### config.mk
export PLATFORM = sky130hd
export DESIGN_NAME = bsg_manycore_ruche_x_edge_endpoint
export DESIGN_NICKNAME = d
export VERILOG_FILES = /design/src/rtl/bsg_manycore_pkg.sv /design/src/rtl/bsg_manycore_ruche_x_edge_fifo.sv /design/src/rtl/bsg_manycore_ruche_x_edge_endpoint.sv
export SDC_FILE = /design/constraint.sdc
export NUM_CORES = 1
export LEC_CHECK = 0
export BUFFER_PORTS_ARGS = -buffer_cell sky130_fd_sc_hd__clkbuf_2
export CAP_MARGIN = 10
export CORE_ASPECT_RATIO = 0.75
export CORE_UTILIZATION = 35
export DETAILED_ROUTE_END_ITERATION = 7
export PLACE_DENSITY = 0.7
export SETUP_SLACK_MARGIN = 0.15
export SYNTH_ARGS = -nofsm -noshare
export SYNTH_HDL_FRONTEND = slang
export SYNTH_SLANG_ARGS = --single-unit
export TNS_END_PERCENT = 1
### constraint.sdc
create_clock -name clk_i -period 25.4 [get_ports clk_i]
set_clock_uncertainty 0.2 [all_clocks]
set_input_delay 3.81 -clock clk_i [delete_from_list [all_inputs] [get_ports clk_i]]
set_output_delay 3.81 -clock clk_i [all_outputs]
set_load 0.01 [all_outputs]
### src/rtl/bsg_manycore_pkg.sv
// Shared types for the ruche_x edge endpoint: edge state encoding, packet op
// codes, packet-width helpers and the response-expecting op predicate.
package bsg_manycore_pkg;

    typedef enum logic [1:0] {
        E_RUCHE_RESET   = 2'd0,
        E_RUCHE_ACTIVE  = 2'd1,
        E_RUCHE_DRAIN   = 2'd2,
        E_RUCHE_DRAINED = 2'd3
    } ruche_edge_state_e;

    typedef enum logic [1:0] {
        e_remote_load  = 2'd0,
        e_remote_store = 2'd1,
        e_remote_amo   = 2'd2,
        e_cache_op     = 2'd3
    } bsg_manycore_packet_op_e;

    localparam int packet_op_width_gp   = 2;
    localparam int return_type_width_gp = 2;

    // fwd packet, MSB..LSB: {addr, op, non_returning, data, src_y, src_x, y_cord, x_cord}
    function automatic int fwd_packet_width(input int a, input int d, input int x, input int y);
        return a + packet_op_width_gp + 1 + d + 2*y + 2*x;
    endfunction

    function automatic int link_fwd_packet_width(input int a, input int d, input int x, input int y);
        return fwd_packet_width(a, d, x, y) - y;
    endfunction

    // rev packet, MSB..LSB: {return_type, data, y_cord, x_cord}
    function automatic int rev_packet_width(input int d, input int x, input int y);
        return return_type_width_gp + d + y + x;
    endfunction

    function automatic int link_rev_packet_width(input int d, input int x, input int y);
        return rev_packet_width(d, x, y) - y;
    endfunction

    function automatic int ruche_x_link_sif_width(input int a, input int d, input int x, input int y);
        return link_fwd_packet_width(a, d, x, y) + link_rev_packet_width(d, x, y) + 4;
    endfunction

    // Stores and packets flagged non-returning never produce a rev response.
    function automatic logic expects_response(input bsg_manycore_packet_op_e op,
                                              input logic non_returning);
        return (op != e_remote_store) && !non_returning;
    endfunction

endpackage

### src/rtl/bsg_manycore_ruche_x_edge_fifo.sv
// Two-entry ready/valid FIFO with asynchronous active-low reset; enqueue only
// when not full, no bypass from input to output.
module bsg_manycore_ruche_x_edge_fifo #(
    parameter int width_p = 8
) (
    input  logic               clk_i,
    input  logic               reset_n_i,
    input  logic               v_i,
    input  logic [width_p-1:0] data_i,
    output logic               ready_o,
    output logic               v_o,
    output logic [width_p-1:0] data_o,
    input  logic               yumi_i
);

    logic [width_p-1:0] mem_q [2];
    logic [width_p-1:0] mem_d [2];
    logic               rd_ptr_q, rd_ptr_d;
    logic               wr_ptr_q, wr_ptr_d;
    logic [1:0]         count_q, count_d;
    logic               enq, deq;

    assign ready_o = (count_q != 2'd2);
    assign v_o     = (count_q != 2'd0);
    assign data_o  = mem_q[rd_ptr_q];
    assign enq     = v_i & ready_o;
    assign deq     = yumi_i & v_o;

    always_comb begin
        mem_d    = mem_q;
        wr_ptr_d = wr_ptr_q;
        rd_ptr_d = rd_ptr_q;
        if (enq) begin
            mem_d[wr_ptr_q] = data_i;
            wr_ptr_d        = ~wr_ptr_q;
        end
        if (deq) begin
            rd_ptr_d = ~rd_ptr_q;
        end
        count_d = count_q + 2'(enq) - 2'(deq);
    end

    always_ff @(posedge clk_i or negedge reset_n_i) begin
        if (!reset_n_i) begin
            for (int i = 0; i < 2; i++) begin
                mem_q[i] <= '0;
            end
            wr_ptr_q <= 1'b0;
            rd_ptr_q <= 1'b0;
            count_q  <= 2'd0;
        end else begin
            mem_q    <= mem_d;
            wr_ptr_q <= wr_ptr_d;
            rd_ptr_q <= rd_ptr_d;
            count_q  <= count_d;
        end
    end

endmodule

### src/rtl/bsg_manycore_ruche_x_edge_endpoint.sv
// Ruche_x pod-edge endpoint: re-injects src_y on received fwd packets, strips dest_y on
// sent rev packets, counts outstanding requests and supports a drain handshake.
// Optional BSG_MANYCORE_RUCHE_EDGE_Y_CHECK_EN adds a sticky bad_y_r flag for rev dest_y != my_y_i.
module bsg_manycore_ruche_x_edge_endpoint
    import bsg_manycore_pkg::*;
#(
    parameter int addr_width_p      = 32,
    parameter int data_width_p      = 32,
    parameter int x_cord_width_p    = 7,
    parameter int y_cord_width_p    = 7,
    parameter int max_out_credits_p = 32,
    localparam int fwd_width_lp      = fwd_packet_width(addr_width_p, data_width_p, x_cord_width_p, y_cord_width_p),
    localparam int link_fwd_width_lp = link_fwd_packet_width(addr_width_p, data_width_p, x_cord_width_p, y_cord_width_p),
    localparam int rev_width_lp      = rev_packet_width(data_width_p, x_cord_width_p, y_cord_width_p),
    localparam int link_rev_width_lp = link_rev_packet_width(data_width_p, x_cord_width_p, y_cord_width_p),
    localparam int sif_width_lp      = ruche_x_link_sif_width(addr_width_p, data_width_p, x_cord_width_p, y_cord_width_p),
    localparam int cnt_width_lp      = $clog2(max_out_credits_p + 1)
) (
    input  logic                      clk_i,
    input  logic                      reset_n_i,
    input  logic [y_cord_width_p-1:0] my_y_i,
    input  logic [sif_width_lp-1:0]   ruche_link_i,
    output logic [sif_width_lp-1:0]   ruche_link_o,
    output logic                      fwd_v_o,
    output logic [fwd_width_lp-1:0]   fwd_data_o,
    input  logic                      fwd_yumi_i,
    input  logic                      rev_v_i,
    input  logic [rev_width_lp-1:0]   rev_data_i,
    output logic                      rev_ready_o,
    input  logic                      drain_i,
    output logic                      drained_o,
    output logic [cnt_width_lp-1:0]   outstanding_o
);

    localparam int off_src_y_lp  = 2*x_cord_width_p + y_cord_width_p;
    localparam int off_nr_lp     = 2*x_cord_width_p + 2*y_cord_width_p + data_width_p;
    localparam int off_op_lp     = off_nr_lp + 1;
    localparam int off_rev_y_lp  = x_cord_width_p;
    localparam int off_rev_hi_lp = x_cord_width_p + y_cord_width_p;
    localparam logic [cnt_width_lp-1:0] max_cnt_lp = cnt_width_lp'(max_out_credits_p);

    ruche_edge_state_e             state_q, state_d;
    logic [1:0]                    rst_sync_q, rst_sync_d;
    logic                          rst_n_sync;
    logic [cnt_width_lp-1:0]       outstanding_q, outstanding_d;
    logic                          drained_q, drained_d;

    logic                          link_fwd_v, link_fwd_ready_and;
    logic [link_fwd_width_lp-1:0]  link_fwd_data;
    logic                          link_rev_ready_and;
    logic [fwd_width_lp-1:0]       fwd_injected;
    logic                          fwd_fifo_ready;
    logic                          rev_fifo_ready, rev_fifo_v, rev_enq;
    logic [rev_width_lp-1:0]       rev_fifo_data;
    logic [link_rev_width_lp-1:0]  rev_link_data;
    logic                          cnt_inc, cnt_dec, link_idle;
    logic                          unused_link_bits;

    // Asserts asynchronously with reset_n_i, releases two clocks after it.
    always_comb begin
        rst_sync_d = {rst_sync_q[0], 1'b1};
    end

    always_ff @(posedge clk_i or negedge reset_n_i) begin
        if (!reset_n_i) begin
            rst_sync_q <= 2'b00;
        end else begin
            rst_sync_q <= rst_sync_d;
        end
    end

    assign rst_n_sync = rst_sync_q[1];

    assign link_fwd_v         = ruche_link_i[sif_width_lp-1];
    assign link_fwd_data      = ruche_link_i[sif_width_lp-2 -: link_fwd_width_lp];
    assign link_rev_ready_and = ruche_link_i[0];
    assign unused_link_bits   = ^{ruche_link_i[link_rev_width_lp+2:1],
                                  rev_fifo_data[off_rev_y_lp +: y_cord_width_p]};

    assign fwd_injected = {link_fwd_data[link_fwd_width_lp-1:off_src_y_lp], my_y_i,
                           link_fwd_data[off_src_y_lp-1:0]};

    assign link_fwd_ready_and = fwd_fifo_ready && (state_q == E_RUCHE_ACTIVE)
                                && (outstanding_q < max_cnt_lp);

    bsg_manycore_ruche_x_edge_fifo #(.width_p(fwd_width_lp)) fwd_fifo (
        .clk_i     (clk_i),
        .reset_n_i (rst_n_sync),
        .v_i       (link_fwd_v & link_fwd_ready_and),
        .data_i    (fwd_injected),
        .ready_o   (fwd_fifo_ready),
        .v_o       (fwd_v_o),
        .data_o    (fwd_data_o),
        .yumi_i    (fwd_yumi_i)
    );

    assign rev_ready_o = rev_fifo_ready && (state_q != E_RUCHE_RESET);
    assign rev_enq     = rev_v_i & rev_ready_o;

    bsg_manycore_ruche_x_edge_fifo #(.width_p(rev_width_lp)) rev_fifo (
        .clk_i     (clk_i),
        .reset_n_i (rst_n_sync),
        .v_i       (rev_enq),
        .data_i    (rev_data_i),
        .ready_o   (rev_fifo_ready),
        .v_o       (rev_fifo_v),
        .data_o    (rev_fifo_data),
        .yumi_i    (rev_fifo_v & link_rev_ready_and)
    );

    assign rev_link_data = {rev_fifo_data[rev_width_lp-1:off_rev_hi_lp],
                            rev_fifo_data[x_cord_width_p-1:0]};

    assign ruche_link_o = {1'b0, {link_fwd_width_lp{1'b0}}, link_fwd_ready_and,
                           rev_fifo_v, rev_link_data, 1'b0};

    // Saturates at both ends; an inc and dec in the same cycle cancel.
    always_comb begin
        cnt_inc = fwd_yumi_i && fwd_v_o && (outstanding_q != max_cnt_lp)
                  && expects_response(bsg_manycore_packet_op_e'(fwd_data_o[off_op_lp +: packet_op_width_gp]),
                                      fwd_data_o[off_nr_lp]);
        cnt_dec = rev_fifo_v && link_rev_ready_and;
        outstanding_d = outstanding_q;
        if (cnt_inc && !cnt_dec) begin
            outstanding_d = outstanding_q + cnt_width_lp'(1);
        end else if (cnt_dec && !cnt_inc && (outstanding_q != '0)) begin
            outstanding_d = outstanding_q - cnt_width_lp'(1);
        end
    end

    assign link_idle = !fwd_v_o && !rev_fifo_v && (outstanding_q == '0);

    always_comb begin
        state_d = state_q;
        case (state_q)
            E_RUCHE_RESET:   state_d = E_RUCHE_ACTIVE;
            E_RUCHE_ACTIVE:  if (drain_i) state_d = E_RUCHE_DRAIN;
            E_RUCHE_DRAIN: begin
                if (!drain_i) begin
                    state_d = E_RUCHE_ACTIVE;
                end else if (link_idle) begin
                    state_d = E_RUCHE_DRAINED;
                end
            end
            E_RUCHE_DRAINED: if (!drain_i) state_d = E_RUCHE_ACTIVE;
            default:         state_d = E_RUCHE_RESET;
        endcase
        drained_d = (state_d == E_RUCHE_DRAINED);
    end

    always_ff @(posedge clk_i or negedge rst_n_sync) begin
        if (!rst_n_sync) begin
            state_q       <= E_RUCHE_RESET;
            outstanding_q <= '0;
            drained_q     <= 1'b0;
        end else begin
            state_q       <= state_d;
            outstanding_q <= outstanding_d;
            drained_q     <= drained_d;
        end
    end

    assign drained_o     = drained_q;
    assign outstanding_o = outstanding_q;

    always_ff @(posedge clk_i) begin
        if (rst_n_sync && cnt_dec && !cnt_inc) begin
            assert (outstanding_q != '0)
            else $error("ruche_x edge: rev response with no outstanding request");
        end
    end

`ifdef BSG_MANYCORE_RUCHE_EDGE_Y_CHECK_EN
    logic bad_y_r, bad_y_d;
    logic rev_y_mismatch;

    assign rev_y_mismatch = (rev_data_i[off_rev_y_lp +: y_cord_width_p] != my_y_i);

    always_comb begin
        bad_y_d = bad_y_r | (rev_enq & rev_y_mismatch);
    end

    always_ff @(posedge clk_i or negedge rst_n_sync) begin
        if (!rst_n_sync) begin
            bad_y_r <= 1'b0;
        end else begin
            bad_y_r <= bad_y_d;
        end
    end

    always_ff @(posedge clk_i) begin
        if (rst_n_sync && rev_enq) begin
            assert (!rev_y_mismatch)
            else $error("ruche_x edge: rev dest_y %0d differs from my_y %0d",
                        rev_data_i[off_rev_y_lp +: y_cord_width_p], my_y_i);
        end
    end
`endif

endmodule

Word-level counts from Yosys, hierarchy flattened
Cells that the tools add are included.
W data, S select, Z words.
{"block": "word_totals", "regBits": 305, "inputBits": 193, "out_inout_bits": 237, "word_cells": 96}
{"block": "op_classes", "add_sub_neg": 6, "magnitude_cmp": 7, "n_eq_ne": 8, "mux": 19, "n_bitwise": 15, "n_reduce_logical": 27}
{"cell": "$mux W95", "n": 4}
{"cell": "$mux W48", "n": 4}
{"cell": "$bwmux W190", "n": 1}
{"cell": "$bwmux W96", "n": 1}
{"cell": "$demux W95 S1", "n": 1}
{"cell": "$demux W48 S1", "n": 1}
{"cell": "$logic_and A1 B1 Y1", "n": 15}
{"cell": "$mux W6", "n": 2}
{"cell": "$ge A2 B2 Y1 const B", "n": 4}
{"cell": "$mux W2", "n": 4}
{"cell": "$not A1 Y2", "n": 4}
{"cell": "$pmux W2 S4", "n": 1}
{"cell": "$reduce_bool A2 Y1", "n": 4}
{"cell": "$and A1 B1 Y1", "n": 7}
{"cell": "$add A6 B1 Y6 const B", "n": 1}
{"cell": "$eq A2 B2 Y1 const B", "n": 3}
{"cell": "$logic_not A6 Y1", "n": 1}
{"cell": "$lt A6 B6 Y1 const B", "n": 1}
{"cell": "$ne A6 B6 Y1 const B", "n": 1}
{"cell": "$reduce_bool A6 Y1", "n": 1}
{"cell": "$sub A6 B1 Y6 const B", "n": 1}
{"cell": "$logic_not A1 Y1", "n": 5}
{"cell": "$add A2 B1 Y2", "n": 2}
{"cell": "$lt A2 B1 Y1 const B", "n": 2}
{"cell": "6 further kinds", "n": 11}

Longest topological paths before layout
Gate-level depths: netlist of run 1.
{"block": "logic_depth", "depth_word": 12, "depth_mapped": 11, "mapped_depth_nobuf": 11}

Modules after synthesis
A second synthesis of run 1 with hierarchy kept.
{"block": "hier_totals", "cells_unflattened": 951, "area_unflattened_um2": 14716.6}
{"mod": "bsg_manycore_ruche_x_edge_fifo at fwd_fifo", "instances": 1, "cells_each": 525, "area_each_um2": 8827.2, "seq_area_each_um2": 4854.7}
{"mod": "bsg_manycore_ruche_x_edge_fifo at rev_fifo", "instances": 1, "cells_each": 272, "area_each_um2": 4503.1, "seq_area_each_um2": 2502.4}
{"mod": "bsg_manycore_ruche_x_edge_endpoint", "instances": 1, "cells_each": 154, "area_each_um2": 1386.3, "seq_area_each_um2": 275.3}

Worst setup path after synthesis of run 1
OpenSTA, ideal clock, no wires.
{"block": "synth_timing", "path_type": "input-to-reg", "startpoint": "input fwd_yumi_i", "endpoint": "register outstanding_q[5] (netlist: outstanding_o[5])", "setup_time_ns": 0.104, "arrival_time_ns": 5.798, "required_time_ns": 25.096, "slack_ns": 19.298, "stages": 10, "path_buffers": 0, "cell_sequence": "o21a_1 > nand4b_4 > nor2_1 > nand2_1 > ha_1 > o21ai_0 > o21a_1 > o21a_1 > a22o_1 > a221oi_1"}
{"block": "synth_between", "elab_chain_cells": 7, "elab_cells_between_ends": 9, "classes_between": "mux (1); reduce/logical (8)"}
{"item": "start: declaration", "line": "bsg_manycore_ruche_x_edge_endpoint.sv:26", "source": "input logic fwd_yumi_i,"}
{"item": "$logic_and A1 B1 Y1 (*) (2 in a row)", "line": "bsg_manycore_ruche_x_edge_endpoint.sv:119", "source": "cnt_inc = fwd_yumi_i && fwd_v_o && (outstanding_q != max_cnt_lp)"}
{"item": "$logic_and A1 B1 Y1 (*)", "line": "bsg_manycore_ruche_x_edge_endpoint.sv:120", "source": "&& expects_response(bsg_manycore_packet_op_e'(fwd_data_o[off_op_lp +: packet_op_width_gp]),"}
{"item": "$logic_not A1 Y1"}
{"item": "$logic_and A1 B1 Y1 (2 in a row)", "line": "bsg_manycore_ruche_x_edge_endpoint.sv:126", "source": "end else if (cnt_dec && !cnt_inc && (outstanding_q != '0)) begin"}
{"item": "$reduce_bool A2 Y1 (no line)"}
{"item": "end signal: assignment", "line": "bsg_manycore_ruche_x_edge_endpoint.sv:158", "source": "outstanding_q <= outstanding_d;"}
{"item": "end: declaration", "line": "bsg_manycore_ruche_x_edge_endpoint.sv:45", "source": "logic [cnt_width_lp-1:0] outstanding_q, outstanding_d;"}
Every way passes the cells marked *; elsewhere a longest branch is shown, timed or not.
A chain may end at the register's enable or synchronous reset.

Final worst setup path of run 1
{"block": "layout_timing", "startpoint": "register fwd_fifo.rd_ptr_q", "endpoint": "output fwd_data_o[42]"}
{"block": "layout_between", "elab_chain_cells": 4}
{"item": "start: declaration", "line": "bsg_manycore_ruche_x_edge_fifo.sv:18", "source": "logic rd_ptr_q, rd_ptr_d;"}
{"item": "start signal: assignment", "line": "bsg_manycore_ruche_x_edge_fifo.sv:54", "source": "rd_ptr_q <= rd_ptr_d;"}
{"item": "$not A1 Y2 (not written as such)", "line": "bsg_manycore_ruche_x_edge_fifo.sv:25", "source": "assign data_o = mem_q[rd_ptr_q];"}
{"item": "$mux W95 (not written as such) (3 in a row)", "line": "bsg_manycore_ruche_x_edge_fifo.sv:25"}
{"item": "end: declaration", "line": "bsg_manycore_ruche_x_edge_endpoint.sv:25", "source": "output logic [fwd_width_lp-1:0] fwd_data_o,"}
Every way passes these cells. The select of a mux whose other input is x is not followed.

==> results of run 1 <==
==> synth_stat cells (all sizes together) <==
cell type	n	area, um^2
clkbuf	15	56.30
nand3b	1	7.510
mux2	413	4673
or3b	1	8.760
ha	8	100.1
nand3	1	5.000
nor2	10	45.04
a31o	1	8.760
nand4b	1	23.77
o21a	3	22.52
o21ai	2	10.01
a221oi	2	17.52
a22oi	1	21.27
and3	1	6.260
a21oi	3	15.01
nor3	1	5.000
xnor2	10	87.58
a211oi	2	20.02
or2	1	6.260
nand2b	1	6.260
conb	2	7.510
or4	1	11.26
buf	121	852.1
nand2	7	28.78
a21o	2	15.01
inv	9	33.78
xor2	2	17.52
nor2b	1	6.260
dfrtp	291	7282
a22o	1	8.760
fa	1	20.02
==> metrics by stage <==
stage / total power, mW / std cells / utilization [%]
3_3_place_gp: 1.686 / 1669 / 40.19
6_report: 2.184 / 1723 / 43.10
2_1_floorplan: 1.421 / 1005 / -
5_1_grt: 2.334 / 1723 / 43.10
3_5_place_dp: 1.725 / 1669 / 40.19
4_1_cts: 2.223 / 1723 / 43.10
==> power by group through the flow <==
| stage | Clock [mW] | Combinational (mW) | Sequential (mW) |
|---|---|---|---|
| global placement | 0 | 0.859 | 0.827 |
| detailed placement | 0 | 0.879 | 0.846 |
| floorplan | 0 | 0.637 | 0.785 |
| CTS | 0.501 | 0.884 | 0.839 |
| finish | 0.482 | 0.866 | 0.836 |
| global route | 0.517 | 0.946 | 0.871 |
==> layout make-up <==
cell class	count	area [um^2]	share of cell area [%]
Timing Repair Buffer	296	1511	9.377
Multi-Input combinational cell	569	5564	34.52
Clock inverter	12	210.2	1.304
Inverter	9	33.78	0.2096
Sequential cell	291	7291	45.23
Tap cell	504	630.6	3.912
Clock buffer	42	877.1	5.442
==> registers in the layout, summed over array words and instances, names as in the netlist <==
name / cells
fwd_fifo.mem_q: 190
rev_fifo.mem_q: 82
outstanding_o: 6
fwd_fifo.count_q: 2
rev_fifo.count_q: 2
rst_sync_q: 2
state_q: 2
drained_o: 1
fwd_fifo.rd_ptr_q: 1
fwd_fifo.wr_ptr_q: 1
rev_fifo.rd_ptr_q: 1
rev_fifo.wr_ptr_q: 1
==> cells by family after synthesis <==
group | after synthesis | share of synthesized area (%)
mux | 413 | 34.80
flops | 291 | 54.23
xor+xnor | 12 | 0.7826
other cells | 2 | 0.05592
compound gates | 17 | 1.034
simple gates | 27 | 1.193
buf+inv | 145 | 7.016
fa+ha+maj | 9 | 0.8945
==> worst max path at each step <==
stage / depth (start not counted) / end / start / slack, ns
3_5_place_dp: 11 / outstanding_o[5] / fwd_yumi_i / 18.89
5_1_grt: 3 / fwd_data_o[42] / fwd_fifo.rd_ptr_q / 18.39
4_1_cts: 3 / fwd_data_o[42] / fwd_fifo.rd_ptr_q / 18.46
3_3_place_gp: 5 / fwd_fifo.mem_q[100] / ruche_link_i[132] / 18.92
2_1_floorplan: 0 / drained_o / rst_sync_q[1] / 16.49
6_report: 3 / fwd_data_o[42] / fwd_fifo.rd_ptr_q / 18.58
==> worst reg2reg max path: cells and delay by family (launching register included) <==
| kind | cells | cell delay, ns |
|---|---|---|
| mux | 1 | 0.39 |
| simple gates | 3 | 0.74 |
| fa+ha+maj | 1 | 0.40 |
| flops | 1 | 0.82 |
| compound gates | 5 | 0.96 |
| buf+inv | 1 | 0.80 |
==> routing by layer <==
metal  share of wire (%)  wire length [um]
met1                  41             12000
met2                  50             14390
met3                 6.4              1844
met4                 2.5               729
met5                   0                 0
==> flow_metrics.py, run 1 <==
metrics = {
    "status": {
        "outcome": "complete, no violations",
    },
    "power_and_ir_drop": {
        "vdd_drop_max_uv": 80.80,
        "seqPwrFrac_pct": 38.3,
        "swShare_pct": 32.73,
        "pwr-share-clk_pct": 22.1,
        "internal-power_mw": 1.469,
        "switchingPower_mw": 0.7148,
        "power.leakage_nw": 7.672,
        "power_density_mw_per_mm2": 135.5,
        "combPwrFrac_pct": 39.6,
    },
    "setup_path": {
        "slowest_stage": "dfrtp_4",
        "path_cells": "buf_4, mux2_2, clkbuf_2",
        "arrival_ns": 2.81,
        "max_stage_delay_ns": 0.82,
        "critical_path_peak_fanout": 61,
        "regToRegEndpoint": "outstanding_o[5]",
        "crit-reg2reg-launch": "fwd_fifo.rd_ptr_q",
        "crit_buf_inv": 2,
        "path_delay_family": "buffers and inverters",
        "worstSetupEndpointType": "output pin",
        "regToRegSetupSlack_ns": 21.00,
        "worstSetupPathType": "flop to output pin",
        "cp.required_ns": 21.39,
        "startpoint_type": "flop",
        "r2r_cells": 11,
    },
    "timing": {
        "slew_headroom_pct": 25.43,
        "rsz0062_at_grt": "no",
        "worst_pin_slew_ns": 1.119,
        "finalCriticalPeriod_ns": 6.824,
        "finalHoldViolCount": 0,
        "period_share_pct": 26.87,
        "whs_ns": 0.1569,
        "finalSetupTns_ns": 0,
        "slew_viol_final": 0,
        "final-setup-viol-count": 0,
        "layout_setup_ws_ns": 18.58,
        "fmax_mhz": 146.5,
    },
    "drt": {
        "vias": 7875,
        "ant_nets": 0,
        "drtPass1Iterations": 4,
        "via_per_inst": 4.571,
        "detail_route.iter0.violations": 218,
        "drc_errors": 0,
        "avgRoutedWirePerCell_um": 16.81,
        "wl_mm": 28.97,
    },
    "layout": {
        "final_common_cell": "clkbuf_2",
        "fill_cells": 3442,
        "area_growth_pct": 20.02,
        "final_cell_mix": "289 x clkbuf_2, 288 x dfrtp_1, 247 x mux2_2, 160 x mux2_1, 91 x conb_1",
        "finish.instance_area_mm2": 0.01612,
        "nNetsFinal": 1400,
        "antennaDiodeCount": 0,
        "drive_gt1_share_pct": 50.21,
    },
    "floorplanning": {
        "start_util_pct": 35.91,
        "die_h_um": 171.6,
        "die_x_um": 228.2,
        "io_pins": 430,
        "core_area_mm2": 0.03740,
        "die-area_mm2": 0.03916,
        "num_rows": 61,
    },
    "logic_synthesis": {
        "netlist_area_mm2": 0.01343,
        "synthCells": 916,
        "avgSynthCellArea_um2": 14.66,
        "yosysWarnings": 0,
        "ys_seq_elements": 291,
        "seq_area_frac_synth_pct": 54.23,
        "synth_cell_types": 40,
    },
    "worst_hold_path": {
        "hold_class": "flop to asynchronous set/reset pin",
    },
    "grt": {
        "grt_first_pass_wirelength_mm": 45.53,
        "grtUsageMet1_pct": 17.43,
        "grt-ovfl-total": 0,
        "gr-usage-met3_pct": 4.443,
        "antenna_found_initial": 0,
        "grtUsageMet2_pct": 25.37,
        "grtUsageTotal_pct": 14.54,
        "grt_pass1_vias": 8478,
        "grt_max_degree": 166,
        "grt_most_used_layer": "met2",
    },
    "cts": {
        "clk_pin_slew_worst_paths_ns": 0.06,
        "cts_hold_buf": 0,
        "insertion_delay_ns": 0.56,
        "cts_setup_buffers": 0,
        "root_buffer": "clkbuf_16",
        "htree_num_levels": 1,
        "cts_buffers": 31,
        "ctsResizeCount": 0,
        "tritoncts": "done",
        "cts_sinks": 291,
        "ctsLongestPathBuffers": 3,
    },
    "placement": {
        "placed_cell_area_mm2": 0.01503,
        "globalplace.congestion": 0.7622,
        "io_buffer_count": 289,
        "dp_hpwl_mm": 19.61,
        "place_ws_ns": 18.89,
    },
    "run": {
        "maxCapViolations": 0,
    },
}
(Power assumes the default switching activity.)
==> inputs of run 2 (changes only) <==
- ABC_AREA: unset -> 1
- PLACE_DENSITY: 0.7 -> 0.69
- clock period: 25.4 -> 6.3 ns (I/O delays scaled with it)
==> run 2 against run 1 <==
  * Via count grew 38%
  * Area after synthesis grew 1.1%
  * First-iteration DRC count grew to 3.1 times the previous value
  * Sequential power grew to 4.0 times the previous value
==> flow_metrics.py, run 2 <==
metrics = {
    "status": {
        "outcome": "complete, no violations",
    },
    "floorplanning": {
        "io_pins": 430,
        "core_area_mm2": 0.03824,
        "start_util_pct": 35.48,
        "num_rows": 62,
        "die-area_mm2": 0.03957,
        "die_x_um": 229.4,
        "die_h_um": 172.5,
    },
    "placement": {
        "placed_cell_area_mm2": 0.01492,
        "io_buffer_count": 289,
        "globalplace.congestion": 0.7857,
        "dp_hpwl_mm": 21.06,
    },
    "logic_synthesis": {
        "synth_cell_types": 27,
        "yosysWarnings": 0,
        "ys.flop_type": "dfrtp_1",
        "avgSynthCellArea_um2": 8.146,
        "synth_top_area_share_pct": 53.66,
        "synth-xor-area-share_pct": 0.6454,
        "yosys-top-cells-count": "708 x nand2_1, 291 x dfrtp_1, 265 x o21ai_0",
        "synth_edf_count": 0,
        "synth_top_family_by_area": "simple AND/OR/NAND/NOR gates",
        "seq_area_frac_synth_pct": 53.66,
        "synth_most_common_cell": "nand2_1",
        "synth_adder_area_share_pct": 0.8851,
        "synth_mux_area_share_pct": 0,
        "yosys-top-cells-area": "dfrtp_1 54%, nand2_1 20%, o21ai_0 9.8%, buf_4 5.1%, inv_1 4.3%",
        "netlist_area_mm2": 0.01357,
        "synthSimpleGateAreaFrac_pct": 20.54,
        "synth-compound-area-share_pct": 10.94,
        "synthCells": 1666,
        "async_reset_ff_share_pct": 100.0,
        "yosys.area.top_type": "dfrtp_1",
        "ys_seq_elements": 291,
    },
    "cts": {
        "root_buffer": "clkbuf_16",
        "clk_pin_slew_worst_paths_ns": 0.06,
        "insertion_delay_ns": 0.56,
        "htree_num_levels": 1,
        "tritoncts": "done",
        "ctsResizeCount": 0,
        "cts_sinks": 291,
        "cts_buffers": 30,
        "ctsLongestPathBuffers": 3,
    },
    "drt": {
        "vias": 10860,
        "wl_mm": 32.07,
        "detail_route.iter0.violations": 674,
        "via_per_inst": 4.437,
        "avgRoutedWirePerCell_um": 13.10,
        "drc_errors": 0,
        "ant_nets": 0,
        "drtPass1Iterations": 5,
    },
    "timing": {
        "finalSetupTns_ns": 0,
        "period_share_pct": 65.20,
        "final-setup-viol-count": 0,
        "slew_headroom_pct": 39.80,
        "finalCriticalPeriod_ns": 4.107,
        "slew_viol_final": 0,
        "worst_pin_slew_ns": 0.9031,
        "whs_ns": 0.1607,
        "finalHoldViolCount": 0,
        "rsz0062_at_grt": "no",
        "fmax_mhz": 243.5,
    },
    "setup_path": {
        "worstSetupEndpointType": "flop",
        "r2r_cells": 16,
        "max_stage_delay_ns": 0.70,
        "cpMostUsedCell": "nand2_1",
        "worstSetupPathType": "flop to flop",
        "startpoint_type": "flop",
        "arrival_ns": 4.36,
        "cp.required_ns": 6.55,
        "regToRegEndpoint": "outstanding_o[5]",
        "path_cells": "clkinv_2, buf_4, buf_4, nand2_1, nand2_1, nand2_1, nand4_1, ha_1, a21oi_1, o21ai_0, nand2_1, nand2_1, nand2_1, nand3_1, nand2_1, inv_1",
        "slowest_stage": "dfrtp_4",
        "regToRegSetupSlack_ns": 2.19,
        "crit-reg2reg-launch": "fwd_fifo.rd_ptr_q",
        "critical_path_peak_fanout": 51,
    },
    "layout": {
        "largest_reg_flops": 190,
        "drive_gt1_share_pct": 19.54,
        "final_cell_mix": "707 x nand2_1, 289 x dfrtp_1, 289 x clkbuf_2, 265 x o21ai_0, 155 x inv_1",
        "fill_cells": 3760,
        "final_common_cell": "nand2_1",
        "nNetsFinal": 2113,
        "regArea_mm2": 0.007289,
        "top_register": "fwd_fifo.mem_q",
        "finish.instance_area_mm2": 0.01609,
        "area_growth_pct": 18.53,
        "multi_input_area_mm2": 0.004841,
    },
    "grt": {
        "grt_first_pass_wirelength_mm": 52.75,
        "grt-ovfl-total": 0,
        "antenna_found_initial": 1,
        "grtUsageTotal_pct": 16.03,
        "grt_max_degree": 121,
        "grt_pass1_vias": 10400,
    },
    "run": {
        "maxCapViolations": 0,
    },
    "power_and_ir_drop": {
        "power.leakage_nw": 9.145,
        "power_mw": 8.673,
        "power_density_mw_per_mm2": 539.2,
        "vdd_drop_max_uv": 257.2,
    },
    "worst_hold_path": {
        "hold_class": "flop to asynchronous set/reset pin",
    },
}
[run 2: cell count changes after synthesis, sizes merged, moves of 4 or more]
| cell | before | now |
|---|---|---|
| xnor2 | 10 | 6 |
| o21ai | 2 | 276 |
| clkbuf | 15 | 72 |
| nand3 | 1 | 7 |
| inv | 9 | 156 |
| nand2 | 7 | 708 |
| a21oi | 3 | 7 |
| mux2 | 413 | 0 |
| buf | 121 | 108 |
[run 2: how the worst max path moves through the flow]
stage                                 start               end  slack [ns]  cells past startpoint
after floorplan               rst_sync_q[1]         drained_o        1.33                      0
after global placement    fwd_fifo.rd_ptr_q  outstanding_o[5]        2.19                     16
after detailed placement  fwd_fifo.rd_ptr_q  outstanding_o[5]        2.16                     16
after CTS                 fwd_fifo.rd_ptr_q  outstanding_o[5]        2.12                     16
after global routing      fwd_fifo.rd_ptr_q  outstanding_o[5]        1.79                     16
final                     fwd_fifo.rd_ptr_q  outstanding_o[5]        2.19                     16
[run 2: critical path, delay by kind of cell, from the launching register on]
| family | cells | cell delay, ns |
|---|---|---|
| buffers and inverters | 4 | 1.23 |
| and+or+nand+nor | 9 | 1.11 |
| DFF | 1 | 0.70 |
| AOI/OAI and AO/OA | 2 | 0.38 |
| adders and majority gates | 1 | 0.35 |
[run 2: kinds of logic (layout without fill, tap and decap cells)]
kind of cell / Yosys count / count (layout)
AO/OA/AOI/OAI: 285 / 285
XOR/XNOR: 10 / 10
adder cells (fa/ha/maj): 9 / 9
buffers and inverters: 336 / 515
flip-flops: 291 / 291
other: 2 / 92
AND/OR/NAND/NOR: 733 / 733
[run 2: power by group]
part | internal [mW] | total, mW | switching, mW
clock network | 1.27 | 2.01 | 0.746
registers | 2.78 | 3.33 | 0.548
logic | 1.25 | 3.33 | 2.08
total | 5.30 | 8.67 | 3.38
[run 2: layout make-up]
class / count / share of cell area [%]
timing repair buffer: 304 / 9.785
antenna: 1 / 0.01556
clock buffer: 47 / 6.129
inverter: 156 / 3.648
clock inverter: 8 / 1.027
sequential: 291 / 45.32
tap: 512 / 3.983
multi-input combinational: 1128 / 30.09
[run 2: layer usage]
layer	vias to the layer above	routed length, um	share of wire [%]	GRT usage (%)
li1	5419	-	-	-
met1	5125	14010	44	21.33
met2	268	15570	49	26.43
met3	46	1772	5.5	3.447
met4	0	715	2.2	4.250
met5	-	0	0	0
[run 2: repair_timing]
item / CTS / global route
buffers inserted: 0 / 0
hold buffers: 1 / 0
endpoints found under the hold margin: 2 / 0
endpoints found under the setup margin: 0 / 0
[run 2: per-stage QoR]
step | utilization, % | std cells | setup WS, ns
floorplan | - | 1755 | 1.334
global placement | 39.02 | 2390 | 2.189
detailed placement | 39.02 | 2390 | 2.158
CTS | 42.05 | 2446 | 2.117
global route | 42.06 | 2447 | 1.789
finish | 42.06 | 2447 | 2.193
